File: config.mk
export PLATFORM = sky130hd
export DESIGN_NAME = ahb_rr_arbiter_flat
export DESIGN_NICKNAME = d
export VERILOG_FILES = /design/src/rtl/ahb_rr_arbiter_if.sv /design/src/rtl/ahb_rr_arbiter.sv /design/src/flat_wrapper.sv
export SDC_FILE = /design/constraint.sdc
export NUM_CORES = 1
export LEC_CHECK = 0
export ABC_AREA = 0
export BUFFER_PORTS_ARGS = -buffer_cell sky130_fd_sc_hd__buf_4
export CORE_AREA = 2 2 39 41
export DETAILED_ROUTE_END_ITERATION = 10
export DIE_AREA = 0 0 41 43
export GPL_TIMING_DRIVEN = 0
export PLACE_DENSITY_LB_ADDON = 0.25
export SLEW_MARGIN = 15
export SYNTH_ARGS = -nofsm -noshare
export SYNTH_HDL_FRONTEND = slang
export SYNTH_SLANG_ARGS = --single-unit
File: constraint.sdc
create_clock -name hclk -period 2.4 [get_ports hclk]
set_input_delay 0.24 -clock hclk [delete_from_list [all_inputs] [get_ports hclk]]
set_output_delay 0.24 -clock hclk [all_outputs]
set_load 0.01 [all_outputs]
File: src/rtl/ahb_rr_arbiter_if.sv
// Bus-side signal bundle between the AHB masters/slave mux and the round-robin arbiter.
interface ahb_rr_arbiter_if;
    localparam int unsigned N_MST = 4;
    localparam int unsigned IDX_W = 2;

    logic [N_MST-1:0] hbusreq;
    logic [N_MST-1:0] hlock;
    logic [1:0]       htrans;
    logic [2:0]       hburst;
    logic             hready;
    logic             hresp;
    logic [N_MST-1:0] hgrant;
    logic [IDX_W-1:0] hmaster;
    logic [IDX_W-1:0] hmaster_d;
    logic             hmastlock;

    // Arbiter side
    modport slave (
        input  hbusreq, hlock, htrans, hburst, hready, hresp,
        output hgrant, hmaster, hmaster_d, hmastlock
    );

    // Masters / bus-mux side
    modport master (
        output hbusreq, hlock, htrans, hburst, hready, hresp,
        input  hgrant, hmaster, hmaster_d, hmastlock
    );
endinterface

File: src/rtl/ahb_rr_arbiter.sv
// 4-master AHB round-robin arbiter with locked-transfer hold and optional fixed-burst hold.
// Define ARB_BURST_HOLD_EN to freeze the grant for the length of WRAP/INCR 4/8/16 bursts.
module ahb_rr_arbiter (
    input  logic            hclk,
    input  logic            hreset,
    ahb_rr_arbiter_if.slave bus
);
    localparam int unsigned N_MST = 4;
    localparam int unsigned IDX_W = 2;

    typedef enum logic [1:0] {PARK, OWN, HOLD} state_t;

    state_t           state, state_nxt;
    logic [IDX_W-1:0] ptr, ptr_nxt;
    logic [IDX_W-1:0] owner_nxt;
    logic [IDX_W-1:0] rr_next_c;
    logic             rr_found_c;
    logic             lock_nxt;
    logic             arb_c;
    logic             lock_hold_c;
    logic             burst_hold_c;
    logic             hold_c;

`ifdef ARB_BURST_HOLD_EN
    localparam int unsigned CNT_W     = 4;
    localparam logic [1:0]  TR_BUSY   = 2'd1;
    localparam logic [1:0]  TR_NONSEQ = 2'd2;
    localparam logic [1:0]  TR_SEQ    = 2'd3;

    logic [CNT_W-1:0] cnt, cnt_nxt, beats_c;

    // Beats remaining after the NONSEQ beat of a fixed-length burst
    always_comb begin
        unique case (bus.hburst)
            3'd2, 3'd3: beats_c = CNT_W'(3);
            3'd4, 3'd5: beats_c = CNT_W'(7);
            3'd6, 3'd7: beats_c = CNT_W'(15);
            default:    beats_c = '0;
        endcase
    end

    // Burst beat counter: load on NONSEQ, count SEQ, freeze on BUSY, clear on early end or error
    always_comb begin
        cnt_nxt = cnt;
        if (bus.hready) begin
            if (bus.hresp) begin
                cnt_nxt = '0;
            end else if (cnt != '0) begin
                unique case (bus.htrans)
                    TR_SEQ:  cnt_nxt = cnt - CNT_W'(1);
                    TR_BUSY: cnt_nxt = cnt;
                    default: cnt_nxt = '0;
                endcase
            end else if (bus.htrans == TR_NONSEQ) begin
                cnt_nxt = beats_c;
            end
        end
    end

    always_ff @(posedge hclk or posedge hreset) begin
        if (hreset) begin
            cnt <= '0;
        end else begin
            cnt <= cnt_nxt;
        end
    end

    assign burst_hold_c = (cnt_nxt != '0);
`else
    logic unused_bus_c;
    assign unused_bus_c = ^{bus.htrans, bus.hburst, bus.hresp};
    assign burst_hold_c = 1'b0;
`endif

    // Lock hold is independent of error responses; only the owner dropping lock or request ends it
    assign lock_hold_c = bus.hlock[bus.hmaster] & bus.hbusreq[bus.hmaster];
    assign hold_c      = lock_hold_c | burst_hold_c;

    // Round-robin search starting one past the last owner, wrapping back to it last
    always_comb begin
        rr_next_c  = ptr;
        rr_found_c = 1'b0;
        for (int unsigned i = 1; i <= N_MST; i++) begin
            if (!rr_found_c && bus.hbusreq[ptr + IDX_W'(i)]) begin
                rr_next_c  = ptr + IDX_W'(i);
                rr_found_c = 1'b1;
            end
        end
    end

    // Next-state and grant selection; the edge that releases a hold also arbitrates
    always_comb begin
        state_nxt = state;
        owner_nxt = bus.hmaster;
        ptr_nxt   = ptr;
        lock_nxt  = bus.hmastlock;
        arb_c     = 1'b0;
        if (bus.hready) begin
            unique case (state)
                HOLD: arb_c = !hold_c;
                default: begin
                    if (hold_c) begin
                        state_nxt = HOLD;
                    end else begin
                        arb_c = 1'b1;
                    end
                end
            endcase
            if (arb_c) begin
                if (rr_found_c) begin
                    state_nxt = OWN;
                    owner_nxt = rr_next_c;
                    ptr_nxt   = rr_next_c;
                end else begin
                    state_nxt = PARK;
                    owner_nxt = '0;
                end
                lock_nxt = bus.hlock[owner_nxt];
            end
        end
    end

    always_ff @(posedge hclk or posedge hreset) begin
        if (hreset) begin
            state         <= PARK;
            ptr           <= '0;
            bus.hgrant    <= N_MST'(1);
            bus.hmaster   <= '0;
            bus.hmaster_d <= '0;
            bus.hmastlock <= 1'b0;
        end else begin
            state         <= state_nxt;
            ptr           <= ptr_nxt;
            bus.hgrant    <= N_MST'(1) << owner_nxt;
            bus.hmaster   <= owner_nxt;
            bus.hmastlock <= lock_nxt;
            if (bus.hready) begin
                bus.hmaster_d <= bus.hmaster;
            end
        end
    end
endmodule

File: src/flat_wrapper.sv
// flat-port wrapper written by rule: the top's interface ports become plain ports
module ahb_rr_arbiter_flat 
  (hclk, hreset, bus_hbusreq, bus_hlock, bus_htrans, bus_hburst, bus_hready, bus_hresp, bus_hgrant, bus_hmaster, bus_hmaster_d, bus_hmastlock);
  ahb_rr_arbiter_if bus_i ();
  input  logic hclk;
  input  logic hreset;
  input wire logic [$bits(bus_i.hbusreq)-1:0] bus_hbusreq;
  input wire logic [$bits(bus_i.hlock)-1:0] bus_hlock;
  input wire logic [$bits(bus_i.htrans)-1:0] bus_htrans;
  input wire logic [$bits(bus_i.hburst)-1:0] bus_hburst;
  input wire logic [$bits(bus_i.hready)-1:0] bus_hready;
  input wire logic [$bits(bus_i.hresp)-1:0] bus_hresp;
  output wire logic [$bits(bus_i.hgrant)-1:0] bus_hgrant;
  output wire logic [$bits(bus_i.hmaster)-1:0] bus_hmaster;
  output wire logic [$bits(bus_i.hmaster_d)-1:0] bus_hmaster_d;
  output wire logic [$bits(bus_i.hmastlock)-1:0] bus_hmastlock;
  assign bus_i.hbusreq = bus_hbusreq;
  assign bus_i.hlock = bus_hlock;
  assign bus_i.htrans = bus_htrans;
  assign bus_i.hburst = bus_hburst;
  assign bus_i.hready = bus_hready;
  assign bus_i.hresp = bus_hresp;
  assign bus_hgrant = bus_i.hgrant;
  assign bus_hmaster = bus_i.hmaster;
  assign bus_hmaster_d = bus_i.hmaster_d;
  assign bus_hmastlock = bus_i.hmastlock;
  ahb_rr_arbiter u_core (.hclk(hclk), .hreset(hreset), .bus(bus_i));
endmodule
* Word-level counts from Yosys, hierarchy flattened
Index checks and enable logic that the tools add are counted.
Widths: inputs -> output; s select.
** Cells by class
- Bitwise operators :: 1
- Muxes and demuxes :: 34
- Equality and inequality tests :: 2
- Reduce and logical (&&, ||, !) cells :: 11
- Shift operators :: 1
- $lt $le $gt $ge :: 6
- Add/sub/neg operators :: 3
** Operators with widths (count)
- $mux 2 :: 12
- $lt 2x3->1 const B :: 6
- $mux 1 :: 15
- $bmux 1 s2 :: 7
- $reduce_and 3->1 :: 2
- $add 2x2->2 const B :: 2
- $logic_not 1->1 :: 4
- $shl 1x2->4 const A :: 1
- $logic_and 1x1->1 :: 3
- $add 2x1->2 const B :: 1
- $eq 2x2->1 const B :: 1
- $ne 2x1->1 const B :: 1
- $reduce_and 2->1 :: 1
- $reduce_bool 2->1 :: 1
- $and 1x1->1 :: 1
** Word-level totals
- Input bits :: 17
- Output and inout port bits :: 9
- Flip-flop bits (word level) :: 13

* Logic depth before layout (Yosys ltp)
- Depth after elaboration :: 19
- Depth in mapped cells :: 6
- Gate-level depth less buffers :: 5

* Worst setup path before layout
OpenSTA, ideal clock, no wires.
- Path type :: flip-flop to flip-flop
- From :: reg u_core.bus.hmaster[0]
- To :: reg u_core.bus.hgrant[3]
- Path buffers :: 1
- Stages on the path, launching flop included :: 7
- Arrival :: 1.303 ns
- Setup slack :: 1.016 ns
- Cell sequence :: dfrtp_1 buf_6 nand3_1 nand4_4 o21a_2 or2_4 o22ai_2
** On the way
- Longest elaborated chain between the ends :: 9
- Elaborated cells between the ends (all ways) :: 12
- Classes of those cells :: shift (1); mux (9); bitwise (1); reduce/logical (1)
** RTL lines
- start, declared :: RTL line ahb_rr_arbiter_if.sv:20 : output hgrant, hmaster, hmaster_d, hmastlock
- start signal, assigned :: RTL line ahb_rr_arbiter.sv:135 : bus.hmaster <= owner_nxt;
- $bmux 1 s2 :: RTL line ahb_rr_arbiter.sv:76 : assign lock_hold_c = bus.hlock[bus.hmaster] & bus.hbusreq[bus.hmaster];
- $mux 1 (not written as such) :: RTL line ahb_rr_arbiter.sv:76
- $and 1x1->1 :: RTL line ahb_rr_arbiter.sv:76
- $mux 1 or $logic_not 1->1 (tied branches) :: RTL line ahb_rr_arbiter.sv:102, ahb_rr_arbiter.sv:100
- $mux 1 :: RTL line ahb_rr_arbiter.sv:99 : unique case (state)
- $mux 1 :: RTL line ahb_rr_arbiter.sv:98 : if (bus.hready) begin
- $mux 2 :: RTL line ahb_rr_arbiter.sv:109 : if (arb_c) begin
- $mux 2 * :: RTL line ahb_rr_arbiter.sv:98
- $shl 1x2->4 * :: RTL line ahb_rr_arbiter.sv:134 : bus.hgrant <= N_MST'(1) << owner_nxt;
- end signal, assigned :: RTL line ahb_rr_arbiter.sv:134
- end, declared :: RTL line ahb_rr_arbiter_if.sv:20
Mark *: on every way between the ends. The rest lies on a longest branch, timed or not. The select of a mux whose other input is x is not followed.
A chain may end at the register's enable or synchronous reset.

* Worst setup path in the final report
- From :: reg u_core.ptr[0]
- To :: reg u_core.bus.hmastlock
** On the way
- Longest elaborated chain between the ends :: 18
- Elaborated cells between the ends (all ways) :: 30
- Classes of those cells :: add/sub (3); mux (21); reduce/logical (6)
** RTL lines
- start, declared :: RTL line ahb_rr_arbiter.sv:14 : logic [IDX_W-1:0] ptr, ptr_nxt;
- start signal, assigned :: RTL line ahb_rr_arbiter.sv:133 : ptr <= ptr_nxt;
- $add 2x1->2 :: RTL line ahb_rr_arbiter.sv:84, ahb_rr_arbiter.sv:85
- $bmux 1 s2 :: RTL line ahb_rr_arbiter.sv:84 : if (!rr_found_c && bus.hbusreq[ptr + IDX_W'(i)]) begin
- $mux 1 (not written as such) :: RTL line ahb_rr_arbiter.sv:84
- $mux 1 :: RTL line ahb_rr_arbiter.sv:84
- $logic_not 1->1 :: RTL line ahb_rr_arbiter.sv:84
- $logic_and 1x1->1 :: RTL line ahb_rr_arbiter.sv:84
- $mux 1 :: RTL line ahb_rr_arbiter.sv:84
- $logic_not 1->1 :: RTL line ahb_rr_arbiter.sv:84
- [2 not listed]
- $logic_not 1->1 :: RTL line ahb_rr_arbiter.sv:84
- $logic_and 1x1->1 :: RTL line ahb_rr_arbiter.sv:84
- $mux 2 or $mux 1 (tied branches) :: RTL line ahb_rr_arbiter.sv:84
- $mux 2 * :: RTL line ahb_rr_arbiter.sv:110 : if (rr_found_c) begin
- $mux 2 * :: RTL line ahb_rr_arbiter.sv:109
- $mux 2 * :: RTL line ahb_rr_arbiter.sv:98
- $bmux 1 s2 * :: RTL line ahb_rr_arbiter.sv:118 : lock_nxt = bus.hlock[owner_nxt];
- $mux 1 (not written as such) * :: RTL line ahb_rr_arbiter.sv:118
- end signal, assigned :: RTL line ahb_rr_arbiter.sv:136 : bus.hmastlock <= lock_nxt;
- end, declared :: RTL line ahb_rr_arbiter_if.sv:20
Marked as above.

==> metrics.md <==
| Metric | Value |
|---|---|
| H-tree level count | 1 |
| Data required time of the worst path | 2560 ps |
| GP Congestion | 0.791 |
| Worst-Margin Slew | 383 ps |
| Area leader, netlist | dfrtp_1 |
| Worst vdd ir | 441 uV |
| Hold worst-path end | u_core.bus.hmaster_d[1] |
| Synth top area cells | dfrtp_1, nand2_1, dfstp_2 |
| Worst hold path class | in -> reg |
| Final period util | 59.5% |
| WHS | 210 ps |
| Largest net degree at the start of global routing | 12 |
| Post-synth cell types | 27 |
| Initial antenna violation count | 0 |
| RSZ-0062 raised after global routing | false |
| NetSw | 362 uW |
| FF-to-FF setup slack | 970 ps |
| DRT iter0 DRCs | 15 |
| Core Util, Final | roughly 60% |
| Cell Area, Synth | 631 um2 |
| Ys flop type | dfrtp_1 |
| Family with the most delay on the worst path | compound AO/OA/AOI/OAI gates |
| Residual DRC | 0 |
| Worst skew pair latency | 260 ps |
| Largest stage delay, worst path | 400 ps |
| Power per cell area | 1150 nW/um2 |
| Max frequency | between 700 and 800 MHz |
| N_diodes | 0 |
| Final antenna-violating net count | 0 |
| Synth warnings | 0 |
| Buffer and inverter count on the worst path | 0 |
| Hold path startpoint | bus_hready |
| Synth Area per Inst | about 9.6 um2 |
| WL final | 1220 um |
| CTS root buffer | clkbuf_4 |
| Worst Path Arrival | 1590 ps |
| Critical path capture point type | flip-flop |
| DR vias | 563 |
| CTS tree | done |
| Num ports | 26 |
| Via count of the first global-routing pass | 516 |
| Starting Density | 45.6% |
| Cells after Synth | 66 |
| Layout cells sized above 1 | 36.7% |
| Sequential Power Share | 35.1% |
| Worst Path Max Fanout | 4 |
| Sw Share | 38.1% |
| Seq/Total Area, Yosys | 43.8% |
| Drt via density | 5.31 |
| First-pass GRT wire length | around 2100 um |
| Commonest cells in the synthesized netlist | dfrtp_1, nand2_1, inv_1 |
| Critical path, cell by cell | and2b_1 > nor2_1 > a21oi_1 > a211oi_1 > o31ai_1 |
| Synth Area in Compound Gates | 25.0% |
| DRT Pass-1 Iters | 6 |
| TritonCTS Buffers | 3 |
| FF-to-FF path depth | 5 |
| Max-cap viol count | 0 |
| Leakage | 0.000405 uW |
| I/O Buffers | 19 |
| Async SR Flop Fraction | 100% |
| Die area | 1760 um2 |
| Crit Path Category | reg -> reg |
| Total Routing Usage GR | 17.3% |
| GRT overflow | 0 |
| Top cell type's share of synthesized area | 39.7% |
| Area delta synth->final | 31.5% |
| Nets | 108 |
| Post-synthesis adder-cell area fraction | 0% |
| Reg area | 277 um2 |
| DP Wirelength | 998 um |
| Slowest-stage cell, CP | dfrtp_1 |
| Multiplexer share of the synthesized area | roughly 1.8% |
| Final hold violations | 0 |
| Clock power frac | 12.5% |
| Simple-gate share of the synthesized area | 23.4% |
| Setup bufs post-CTS | 0 |
| Area of the multi-input gates | 317 um2 |
| Seq cells post-synth | 11 |
| Worst Skew | 3.51 ps |
| Internal power | between 500 and 600 uW |
| Relative slew slack | 74.3% |
| Largest family of logic cells by synthesized area | compound AO/OA/AOI/OAI gates |
| Setup TNS | 0 ps |
| Fill cells | 127 |
| Comb power frac | 52.4% |
| Crit path launch type | flip-flop |
| Top-count cell post-synth | dfrtp_1 |
| Die height | 43 um |
| Setup Viol. Count Final | 0 |
| R2R Path End | u_core.bus.hmastlock |
| Reg2reg start | u_core.ptr[0] |
| Core ar. | 1380 um2 |
| # clock sinks | 11 |
| # rows | 14 |
| Post-synth EDFFs | 0 |
| Die W | 41 um |
| Syn Nets | just over 80 |
| Hold depth | 2 |
| Routed wire per std cell | 11.5 um |
| Xor and xnor area share after synthesis | 0% |
| Status | finished, final reports clean |
| Slew Limit Fails | 0 |
| Reg clk slew, reported paths | approximately 70 ps |
| Period minus WS final | 1430 ps |
| Maximum clock insertion buffer count | 2 |
[area by class of cell]
cell class | count | area share (%)
Sequential cell | 11 | 33.3
Multi-Input combinational cell | 47 | 38.2
Clock buffer | 4 | 3.17
Buffer | 1 | 1.36
Tap cell | 16 | 2.41
Inverter | 7 | 3.17
Timing Repair Buffer | 20 | 18.4
[state kept, by name, indices dropped and copies added, names as in the netlist]
register              count
u_core.bus.hgrant         4
u_core.bus.hmaster        2
u_core.bus.hmaster_d      2
u_core.bus.hmastlock      1
u_core.ptr                2
[stage by stage]
stage / total power (uW) / instances / cell area, um2 / setup slack (ps)
2_1_floorplan: 657 / 66 / 631 / 1020
3_3_place_gp: 824 / 101 / 793 / 989
3_5_place_dp: 837 / 101 / 793 / 999
4_1_cts: 956 / 106 / 830 / 970
5_1_grt: 1030 / 106 / 830 / 841
6_report: 950 / 106 / 830 / 972
[routing by layer]
metal,track usage [%],share of wire [%]
met5,0,0
met4,10.0,3.0
met3,1.57,5.8
met2,25.9,46
met1,23.3,45
[layout by cell type (no fill, tap or decap)]
master / count
mux2_2: 1
inv_1: 7
o21ai_2: 2
o22ai_1: 1
buf_4: 19
clkbuf_1: 1
buf_6: 1
and2b_1: 1
o21a_2: 1
dfrtp_1: 10
nand4_4: 1
a21o_1: 2
nand2b_1: 2
nor2b_1: 1
and3_4: 1
nand3_1: 3
dfstp_2: 1
dlygate4sd3_1: 1
clkbuf_4: 3
or2_4: 1
a21oi_1: 2
o31ai_1: 1
a31oi_1: 2
o22ai_2: 1
nand2_1: 8
nor2_1: 4
o21ai_0: 4
o21ai_1: 3
nand3b_4: 1
o32ai_1: 2
a211oi_1: 2
[power by group through the flow]
stage | Sequential (uW) | Clock [uW] | Combinational, uW
detailed placement | 334 | 0 | 502
finish | 333 | 119 | 498
CTS | 333 | 120 | 503
global route | 344 | 130 | 553
floorplan | 358 | 0 | 299
global placement | 330 | 0 | 494
[worst max-delay path by stage]
stage,from,end,slack [ps],cells after the start
after detailed placement,u_core.ptr[0],u_core.bus.hmastlock,1000,5
after global placement,u_core.bus.hmaster[0],u_core.bus.hgrant[3],990,6
after global routing,u_core.ptr[0],u_core.bus.hmastlock,840,5
after floorplan,u_core.bus.hmaster[0],u_core.bus.hgrant[3],1020,6
after CTS,u_core.ptr[0],u_core.bus.hmastlock,970,5
final,u_core.ptr[0],u_core.bus.hmastlock,970,5
[what timing repair did]
item,CTS,global route
hold buffers,1,0
hold endpoints to repair,10,0
resized for setup,0,0
endpoints found under the setup margin,0,0
[cell families after synthesis]
group / after synthesis
AOI/OAI and AO/OA: 23
buffers and inverters: 8
DFF: 11
muxes: 1
and+or+nand+nor: 23
No activity file was read; power rests on OpenSTA's default activity.
